===== config.mk =====
export PLATFORM = sky130hd
export DESIGN_NAME = ptr_mem_port_flat
export DESIGN_NICKNAME = d
export VERILOG_FILES = /design/src/rtl/ptr_mem_port_if.sv /design/src/rtl/ptr_mem_port.sv /design/src/flat_wrapper.sv
export SDC_FILE = /design/constraint.sdc
export NUM_CORES = 1
export LEC_CHECK = 0
export CAP_MARGIN = 10
export CORE_MARGIN = 10
export CORE_UTILIZATION = 49
export CTS_CLUSTER_DIAMETER = 100
export DETAILED_ROUTE_END_ITERATION = 8
export PLACE_DENSITY = 0.95
export SYNTH_ARGS = -nofsm -noshare
export SYNTH_HDL_FRONTEND = slang
export SYNTH_SLANG_ARGS = --single-unit

===== constraint.sdc =====
create_clock -name clk -period 2.85 [get_ports clk]
set_input_delay 0.7125 -clock clk [delete_from_list [all_inputs] [get_ports clk]]
set_output_delay 0.7125 -clock clk [all_outputs]
set_load 0.1 [all_outputs]

===== src/rtl/ptr_mem_port_if.sv =====
// ptr_mem_port_if
// Data-memory bus used by the pointer load/store sequencer.
//   mem_addr  : 16-bit byte address, driven by the master
//   mem_wdata : store data, driven by the master
//   mem_re    : read enable, driven by the master
//   mem_we    : write enable, driven by the master
//   mem_rdata : read data, driven by the memory, valid with mem_ready
//   mem_ready : access-complete indication, driven by the memory
// The master modport is the sequencer side, the slave modport is the memory.

interface ptr_mem_port_if;
    logic [15:0] mem_addr;
    logic [7:0]  mem_wdata;
    logic        mem_re;
    logic        mem_we;
    logic [7:0]  mem_rdata;
    logic        mem_ready;

    modport master (
        output mem_addr,
        output mem_wdata,
        output mem_re,
        output mem_we,
        input  mem_rdata,
        input  mem_ready
    );

    modport slave (
        input  mem_addr,
        input  mem_wdata,
        input  mem_re,
        input  mem_we,
        output mem_rdata,
        output mem_ready
    );
endinterface


===== src/rtl/ptr_mem_port.sv =====
// ptr_mem_port
// Load/store sequencer for the register-file pointer pairs. A 16-bit pointer
// taken from an even/odd register pair addresses one byte access on the data
// memory bus; afterwards the result is returned to the register file as a
// load write-back and/or a post-increment / pre-decrement pulse on the pair.
//
// Ports:
//   clk, rst      : clock (rising edge), asynchronous active-high reset
//   req_i         : start-access strobe, only looked at while idle
//   op_store_i    : 1 = store, 0 = load
//   mode_i        : 00 plain, 01 post-increment, 10 pre-decrement, 11 plain
//   ptr_sel_i     : even register index of the pointer pair (bit0 ignored)
//   ptr_lo_i/hi_i : pointer bytes read from the pair
//   dst_sel_i     : load destination register
//   st_data_i     : store data
//   mem           : data-memory bus (master side)
//   rf_sel_o/rf_in_o/rf_we_o : register-file write port for loads
//   rf_ptr_o/rf_inc_o/rf_dec_o : pair select and pointer update pulses
//   busy_o        : access in progress
//   done_o        : one-cycle pulse on successful completion
//   err_o         : one-cycle pulse when the access times out

module ptr_mem_port #(
    parameter int TIMEOUT = 255,
    parameter int CNT_W   = 8
) (
    input  logic                  clk,
    input  logic                  rst,
    input  logic                  req_i,
    input  logic                  op_store_i,
    input  logic [1:0]            mode_i,
    input  logic [3:0]            ptr_sel_i,
    input  logic [7:0]            ptr_lo_i,
    input  logic [7:0]            ptr_hi_i,
    input  logic [3:0]            dst_sel_i,
    input  logic [7:0]            st_data_i,
    ptr_mem_port_if.master        mem,
    output logic [3:0]            rf_sel_o,
    output logic [3:0]            rf_ptr_o,
    output logic [7:0]            rf_in_o,
    output logic                  rf_we_o,
    output logic                  rf_inc_o,
    output logic                  rf_dec_o,
    output logic                  busy_o,
    output logic                  done_o,
    output logic                  err_o
);

    typedef enum logic [1:0] {
        IDLE   = 2'd0,
        ACCESS = 2'd1,
        WB     = 2'd2
    } state_t;

    localparam logic [1:0] MODE_POSTINC = 2'b01;
    localparam logic [1:0] MODE_PREDEC  = 2'b10;

    state_t           state_q, state_d;
    logic             store_q, store_d;
    logic [1:0]       mode_q,  mode_d;
    logic [3:0]       pair_q,  pair_d;
    logic [3:0]       dst_q,   dst_d;
    logic [7:0]       wdata_q, wdata_d;
    logic [15:0]      ea_q,    ea_d;
    logic [7:0]       rdata_q, rdata_d;
    logic [CNT_W-1:0] cnt_q,   cnt_d;

    logic timeoutHit;
    logic conflict;

    // The counter holds the number of wait cycles already spent in ACCESS;
    // a TIMEOUT of zero means wait forever.
    assign timeoutHit = (TIMEOUT != 0) && (cnt_q == CNT_W'(TIMEOUT));

    // A load whose destination is one half of the pointer pair owns the
    // register-file write; the pointer update is dropped so the loaded value
    // is not immediately modified.
    assign conflict = !store_q && (dst_q[3:1] == pair_q[3:1]);

    // State and datapath registers. Reset clears everything so an aborted
    // access leaves no stale request behind.
    always_ff @(posedge clk or posedge rst) begin
        if (rst) begin
            state_q <= IDLE;
            store_q <= 1'b0;
            mode_q  <= 2'b00;
            pair_q  <= 4'h0;
            dst_q   <= 4'h0;
            wdata_q <= 8'h00;
            ea_q    <= 16'h0000;
            rdata_q <= 8'h00;
            cnt_q   <= '0;
        end else begin
            state_q <= state_d;
            store_q <= store_d;
            mode_q  <= mode_d;
            pair_q  <= pair_d;
            dst_q   <= dst_d;
            wdata_q <= wdata_d;
            ea_q    <= ea_d;
            rdata_q <= rdata_d;
            cnt_q   <= cnt_d;
        end
    end

    // Next-state logic. The whole request is captured at acceptance so the
    // control unit is free to change its inputs while the access runs; the
    // pre-decrement is applied to the address here, before the bus cycle.
    always_comb begin
        state_d = state_q;
        store_d = store_q;
        mode_d  = mode_q;
        pair_d  = pair_q;
        dst_d   = dst_q;
        wdata_d = wdata_q;
        ea_d    = ea_q;
        rdata_d = rdata_q;
        cnt_d   = cnt_q;

        case (state_q)
            IDLE: begin
                if (req_i) begin
                    store_d = op_store_i;
                    mode_d  = mode_i;
                    pair_d  = ptr_sel_i & 4'b1110;
                    dst_d   = dst_sel_i;
                    wdata_d = st_data_i;
                    if (mode_i == MODE_PREDEC) begin
                        ea_d = {ptr_hi_i, ptr_lo_i} - 16'd1;
                    end else begin
                        ea_d = {ptr_hi_i, ptr_lo_i};
                    end
                    cnt_d   = '0;
                    state_d = ACCESS;
                end
            end
            ACCESS: begin
                if (mem.mem_ready) begin
                    if (!store_q) begin
                        rdata_d = mem.mem_rdata;
                    end
                    state_d = WB;
                end else if (timeoutHit) begin
                    state_d = IDLE;
                end else begin
                    cnt_d = cnt_q + 1'b1;
                end
            end
            WB: begin
                state_d = IDLE;
            end
            default: begin
                state_d = IDLE;
            end
        endcase
    end

    // Output decode. Everything is a function of the current state so the
    // bus drops the moment reset forces the state back to IDLE.
    always_comb begin
        mem.mem_addr  = 16'h0000;
        mem.mem_wdata = 8'h00;
        mem.mem_re    = 1'b0;
        mem.mem_we    = 1'b0;
        rf_sel_o      = 4'h0;
        rf_ptr_o      = 4'h0;
        rf_in_o       = 8'h00;
        rf_we_o       = 1'b0;
        rf_inc_o      = 1'b0;
        rf_dec_o      = 1'b0;
        busy_o        = 1'b0;
        done_o        = 1'b0;
        err_o         = 1'b0;

        case (state_q)
            ACCESS: begin
                busy_o        = 1'b1;
                mem.mem_addr  = ea_q;
                mem.mem_wdata = wdata_q;
                mem.mem_re    = !store_q;
                mem.mem_we    = store_q;
                err_o         = !mem.mem_ready && timeoutHit;
            end
            WB: begin
                busy_o   = 1'b1;
                done_o   = 1'b1;
                rf_ptr_o = pair_q;
                if (!store_q) begin
                    rf_we_o  = 1'b1;
                    rf_sel_o = dst_q;
                    rf_in_o  = rdata_q;
                end
                rf_inc_o = (mode_q == MODE_POSTINC) && !conflict;
                rf_dec_o = (mode_q == MODE_PREDEC) && !conflict;
            end
            default: begin
            end
        endcase
    end

endmodule


===== src/flat_wrapper.sv =====
// flat-port wrapper written by rule: the top's interface ports become plain ports
module ptr_mem_port_flat 
#(
    parameter int TIMEOUT = 255,
    parameter int CNT_W   = 8
)
  (clk, rst, req_i, op_store_i, mode_i, ptr_sel_i, ptr_lo_i, ptr_hi_i, dst_sel_i, st_data_i, rf_sel_o, rf_ptr_o, rf_in_o, rf_we_o, rf_inc_o, rf_dec_o, busy_o, done_o, err_o, mem_mem_addr, mem_mem_wdata, mem_mem_re, mem_mem_we, mem_mem_rdata, mem_mem_ready);
  ptr_mem_port_if mem_i ();
  input  logic clk;
  input  logic rst;
  input  logic req_i;
  input  logic op_store_i;
  input  logic [1:0] mode_i;
  input  logic [3:0] ptr_sel_i;
  input  logic [7:0] ptr_lo_i;
  input  logic [7:0] ptr_hi_i;
  input  logic [3:0] dst_sel_i;
  input  logic [7:0] st_data_i;
  output logic [3:0] rf_sel_o;
  output logic [3:0] rf_ptr_o;
  output logic [7:0] rf_in_o;
  output logic rf_we_o;
  output logic rf_inc_o;
  output logic rf_dec_o;
  output logic busy_o;
  output logic done_o;
  output logic err_o;
  output wire logic [$bits(mem_i.mem_addr)-1:0] mem_mem_addr;
  output wire logic [$bits(mem_i.mem_wdata)-1:0] mem_mem_wdata;
  output wire logic [$bits(mem_i.mem_re)-1:0] mem_mem_re;
  output wire logic [$bits(mem_i.mem_we)-1:0] mem_mem_we;
  input wire logic [$bits(mem_i.mem_rdata)-1:0] mem_mem_rdata;
  input wire logic [$bits(mem_i.mem_ready)-1:0] mem_mem_ready;
  assign mem_mem_addr = mem_i.mem_addr;
  assign mem_mem_wdata = mem_i.mem_wdata;
  assign mem_mem_re = mem_i.mem_re;
  assign mem_mem_we = mem_i.mem_we;
  assign mem_i.mem_rdata = mem_mem_rdata;
  assign mem_i.mem_ready = mem_mem_ready;
  ptr_mem_port #(.TIMEOUT(TIMEOUT), .CNT_W(CNT_W)) u_core (.clk(clk), .rst(rst), .req_i(req_i), .op_store_i(op_store_i), .mode_i(mode_i), .ptr_sel_i(ptr_sel_i), .ptr_lo_i(ptr_lo_i), .ptr_hi_i(ptr_hi_i), .dst_sel_i(dst_sel_i), .st_data_i(st_data_i), .mem(mem_i), .rf_sel_o(rf_sel_o), .rf_ptr_o(rf_ptr_o), .rf_in_o(rf_in_o), .rf_we_o(rf_we_o), .rf_inc_o(rf_inc_o), .rf_dec_o(rf_dec_o), .busy_o(busy_o), .done_o(done_o), .err_o(err_o));
endmodule

==> metrics.txt, run 1 <==
Peak VDD IR between 0.8 and 0.9 mV; post-CTS setup buffer count 0; CTS tree built; die width 95.26 microns; worst skew pair latency around 310 ps; Rows 27; Synth async-reset ratio 100.0%; Synth area leaders dfrtp_1, mux2_2, and2_1, xnor2_1, nand2_1; min-delay src u_core.ea_q[2]$_DFFE_PP0P_; count leader, synth dfrtp_1; status finished, final reports clean; Root Driver clkbuf_8; Initial DRT Pass Iterations 4; Synth cell types 42; sequential power share a little under a quarter; RSZ-0062 raised after global routing no; setup TNS 0 ps; nets 417; DRT antenna net count 0; Top Layer Used met4; first-pass GRT wire length approximately 13000 microns; Worst setup EP type output port; vias 2334; CP max FO 10; Reg clk slew, reported paths ~100 ps; Port Buffer Count 92; Comb power frac between 60% and 70%; initial core utilization 50.40%; GR Overflow Total 0; WP data arrival between 1500 and 2000 ps; Post-Route WL 8067 microns; vias in the first global route 2553; Syn Nets 322; R2R Path End u_core.cnt_q[7]$_DFFE_PP0P_; met3 WL post-DR about 470 microns; count of clock tree sinks 52; share of cells above drive strength 1 between 30% and 40%; die area slightly above 9000 sq um; Worst Setup SP u_core.state_q[0]$_DFFE_PP0P_; worst reg2reg path startpoint u_core.state_q[1]$_DFFE_PP0P_; H-tree levels 2; Crit Path Class register to output port; GR Util All Layers 18.41%; DRC 0; pin count of the biggest net entering global routing 32; NetSw about 0.0028 W; Slew Viols, Final 0; Post-synth top cells dfrtp_1, and2_1, mux2_2; initial antenna violation count 0; Leak Pwr 1.872 nW; final weighted congestion in routability-driven placement between 0.8 and 0.9; Max Buffers Root-to-Sink 2; Syn Inst Count between 200 and 300; clock power share ~11%; Synth Warn # 0; post-CTS sizing 0; CP required approximately 2100 ps; Area Overhead vs Synth 59.06%; final hold slack around 480 ps; Syn Area/Cell just over 10 sq um; Die Span Y roughly 95 microns; Int Power 0.002691 W; DRT iter0 DRCs between 100 and 150; Final Setup Violations 0; Post-synth EDFFs 0; routed wl met2 about 4500 microns; Max Cap Viol 0; post-synth top area cell dfrtp_1; Slew HR roughly two thirds; Switching Fraction between 50% and 60%; Post-synth top flop dfrtp_1; power density over the cells between 1000 and 1500 nW/um^2; sequential element share of the synthesized area 46.89%; WHS Endpoint u_core.ea_q[2]$_DFFE_PP0P_; final period demand of the worst path between 2000 and 3000 ps; Synth Register Bits 52; final hold violation count 0; cell count of the worst reg-to-reg path 7; CORE AREA roughly 5500 sq um; Hold Buf Count CTS 0; Via-to-Cell Ratio 5.329; DP HPWL between 6000 and 7000 microns; r2r setup slk 770 ps; Synth Cell Area between 2000 and 3000 sq um; ANT cells 0; I/O Pins 95; Hold Crit Class register to register; Routed WL per cell approximately 18 microns; post-synth top area share between 40% and 50%; Final Skew 10.20 ps; Worst-Margin Slew 527.8 ps; Worst Setup Start Kind register; Num CTS Buffers 5; Final period util between 90% and 100%; met1 wire length just under 3000 microns; hold depth 1; Peak Freq approximately 380 MHz
layout make-up:
type	instances	area, sq um
inverters	7	26.28
clock inverters	3	68.82
repair buffers	99	1394
well taps	72	90.09
flip-flops and latches	52	1301
fillers	292	1092
clock buffers	5	68.82
multi-input cells	200	1465
through the flow:
stage / setup slack (ps) / cells / total power, W / utilization [%] / cell area, sq um
after floorplan: 127.2 / 270 / 0.003629 / - / 2840
after global placement: 335.9 / 430 / 0.004735 / 77.66 / 4277
after detailed placement: 272.7 / 430 / 0.004855 / 77.66 / 4277
after CTS: 171.7 / 438 / 0.005488 / 80.16 / 4414
after global routing: 96.28 / 438 / 0.005680 / 80.16 / 4414
final: 204.1 / 438 / 0.005461 / 80.16 / 4414
cell families (layout without fill, tap and decap cells):
kind of cell	count (synthesis)	count (layout)	share of synthesized area [%]
and+or+nand+nor	111	111	22.77
other	1	1	0.1351
xor gates and xnor gates	22	22	6.943
DFF	52	52	46.89
AOI/OAI and AO/OA	34	34	7.440
muxes	27	27	10.96
buffers and inverters	18	114	2.615
adders and majority gates	5	5	2.254
sequential cells by signal, indices dropped and copies added, names as in the netlist:
register        flops
u_core.state_q      2
u_core.ea_q        16
u_core.cnt_q        8
u_core.dst_q        4
u_core.mode_q       2
u_core.pair_q       3
u_core.wdata_q      8
u_core.rdata_q      8
u_core.store_q      1
worst max path at each step:
stage,cells after the start,slack [ps],endpoint
2_1_floorplan,5,130,rf_sel_o[2]
3_3_place_gp,6,340,u_core.ea_q[14]$_DFFE_PP0P_
3_5_place_dp,6,270,u_core.ea_q[12]$_DFFE_PP0P_
4_1_cts,6,170,rf_sel_o[2]
5_1_grt,6,100,rf_sel_o[2]
6_report,6,200,rf_sel_o[2]
critical path, stage by stage, from the launching register on:
cell and delay [ps]:
dfrtp_1 420, inv_1 140, ha_4 190, nor2b_1 280
buf_4 230, and2_2 180, buf_12 170
layer usage:
metal	GRT usage, %	vias to the layer above
li1	-	1099
met1	18.81	1123
met2	35.51	100
met3	4.006	12
met4	6.858	0
met5	0	-
cells in the final DEF (no fill, tap or decap), drive strengths merged, types with 8 or more instances in the layout:
| master | count |
|---|---|
| nor2 | 14 |
| buf | 54 |
| dfrtp | 52 |
| inv | 8 |
| nand2 | 23 |
| o21ai | 19 |
| and2 | 40 |
| xnor2 | 13 |
| clkdlybuf4s50 | 45 |
| mux2 | 27 |
| xor2 | 9 |
power groups by stage:
stage               logic, W  clock network [W]  registers, W
finish               0.00355           0.000613       0.00129
global route         0.00370           0.000644       0.00134
CTS                  0.00358           0.000616       0.00129
detailed placement   0.00356                  0       0.00130
global placement     0.00347                  0       0.00126
floorplan            0.00240                  0       0.00123
No activity file was read; power rests on OpenSTA's default activity.
==> inputs of run 2 (changes only) <==
--- a/config.mk
+++ b/config.mk
@@ -7,10 +7,10 @@
 export LEC_CHECK = 0
 export CAP_MARGIN = 10
 export CORE_MARGIN = 10
-export CORE_UTILIZATION = 49
+export CORE_UTILIZATION = 40
 export CTS_CLUSTER_DIAMETER = 100
 export DETAILED_ROUTE_END_ITERATION = 8
-export PLACE_DENSITY = 0.95
+export PLACE_DENSITY = 0.82
 export SYNTH_ARGS = -nofsm -noshare
 export SYNTH_HDL_FRONTEND = slang
 export SYNTH_SLANG_ARGS = --single-unit
==> run 2 against run 1 <==
  * Combinational power about the same
  * Cell count up 2.5%
  * Clock skew about the same
  * Fmax up 3.2%
  * First-iteration DRC count down 56%
  * Core utilization down 15 points
  * Global-route usage down 4.9 points
  * Largest cell class unchanged
  * Largest power group unchanged
==> metrics.txt, run 2 (synthesis gave the netlist of run 1 again) <==
CP required approximately 2100 ps; Worst Setup Start Kind register; count of clock tree sinks 52; Slew Viols, Final 0; Area Overhead vs Synth 59.15%; CTS tree built; Leak Pwr between 1.5 and 2 nW; worst skew pair latency 300 ps; Root Driver clkbuf_8; DRT antenna net count 0; commonest non-fill, non-tap cell in the layout dfrtp_1; Max Buffers Root-to-Sink 2; pin count of the biggest net entering global routing 30; status finished, final reports clean; final weighted congestion in routability-driven placement 0.8324; Largest Register u_core.ea_q; hold depth 2; final period demand of the worst path approximately 2600 ps; initial antenna violation count 0; Initial DRT Pass Iterations 4; I/O Pins 95; nets 420; final hold violation count 0; Max Cap Viol 0; power density over the cells between 1000 and 1500 nW/um^2; Peak VDD IR roughly 0.63 mV; Reg clk slew, reported paths approximately 90 ps; H-tree levels 2; initial core utilization 41.07%; WP data arrival approximately 1900 ps; Final Setup Violations 0; Final Skew around 10 ps; CP max FO 22; setup TNS 0 ps; Final period util between 80% and 90%; share of cells above drive strength 1 31.17%; GR Util All Layers 13.48%; post-CTS setup buffer count 0; Post-Route WL just over 7000 microns; Peak Freq roughly 390 MHz; CORE AREA 6756 sq um; Port Buffer Count just over 90; Hold Buf Count CTS 0; die width 103.3 microns; Crit Path Class register to output port; vias ~2300; GR Overflow Total 0; post-CTS sizing 0; Worst setup EP type output port; vias in the first global route 2374; Cell Chain, Critical Path inv_1, ha_1, buf_4, and2b_1, nor2b_2, buf_12; cell count of the worst reg-to-reg path 8; DP HPWL slightly below 6000 microns; Layout Utilization between 60 and 70%; max reg flops 16; slowest stage cell, crit path dfrtp_1; largest stage delay on the critical path 430 ps; ANT cells 0; DRC 0; Worst-Margin Slew approximately 530 ps; Via-to-Cell Ratio approximately 5; Rows 30; Die Span Y about 100 microns; RSZ-0062 raised after global routing no; Slew HR 64.14%; most frequent cells in the layout dfrtp_1, clkdlybuf4s50_1, buf_12; Hold Crit Class register to register; first-pass GRT wire length between 10000 and 15000 microns; DRT iter0 DRCs between 60 and 70; die area 10670 sq um; Num CTS Buffers 5; Routed WL per cell ~16 microns
run 2: cell types whose count changed in the layout (fill, tap and decap cells not counted):
cell | before | now
bufinv_16 | 2 | 1
buf_4 | 11 | 14
clkbuf_1 | 0 | 1
inv_6 | 1 | 0
clkinv_2 | 0 | 1
run 2: worst paths after layout:
kind	startpoint	slack [ps]	end
max	u_core.state_q[1]$_DFFE_PP0P_	290	err_o
min	u_core.ea_q[15]$_DFFE_PP0P_	490	u_core.ea_q[15]$_DFFE_PP0P_
max reg2reg	u_core.state_q[1]$_DFFE_PP0P_	710	u_core.cnt_q[7]$_DFFE_PP0P_
min reg2reg	u_core.ea_q[15]$_DFFE_PP0P_	490	u_core.ea_q[15]$_DFFE_PP0P_
max in group asynchronous	rst	1540	u_core.cnt_q[0]$_DFFE_PP0P_
min in group asynchronous	rst	770	u_core.dst_q[3]$_DFFE_PP0P_
run 2: report_power, final:
group	internal, W	switching [W]
logic	0.00129	0.00224
clock network	0.000261	0.000231
registers	0.00107	0.000208
run 2: metal layers:
| layer | vias up | wire [microns] | global-route usage [%] |
|---|---|---|---|
| met2 | 76 | 3726 | 24.09 |
| met1 | 1093 | 2840 | 15.60 |
| li1 | 1108 | - | - |
| met5 | - | 0 | 0 |
| met4 | 0 | 44 | 2.888 |
| met3 | 4 | 501 | 3.854 |
run 2: worst max-delay path, delay by kind of cell (launching register included):
family / cells / cell delay (ps)
flops: 1 / 430
buf+inv: 3 / 530
simple gates: 2 / 400
fa+ha+maj: 1 / 180
run 2: final cells by class:
cell class              count  area [sq um]
multi-input cells         200          1465
flip-flops and latches     52          1301
clock inverters             2         35.03
fillers                   511          2340
inverters                   7         26.28
well taps                  80         100.1
clock buffers               6         72.57
repair buffers            102          1416
run 2: per-stage QoR:
stage	setup WS, ps	instance area [sq um]	cells	hold WS [ps]	total power (W)
after floorplan	127.2	2840	270	441.6	0.003629
after global placement	308.9	4309	441	453.8	0.004771
after detailed placement	267.7	4309	441	468.1	0.004853
after CTS	249.5	4417	449	491.6	0.005350
after global routing	142.7	4417	449	510.1	0.005549
final	285.0	4417	449	488.0	0.005301
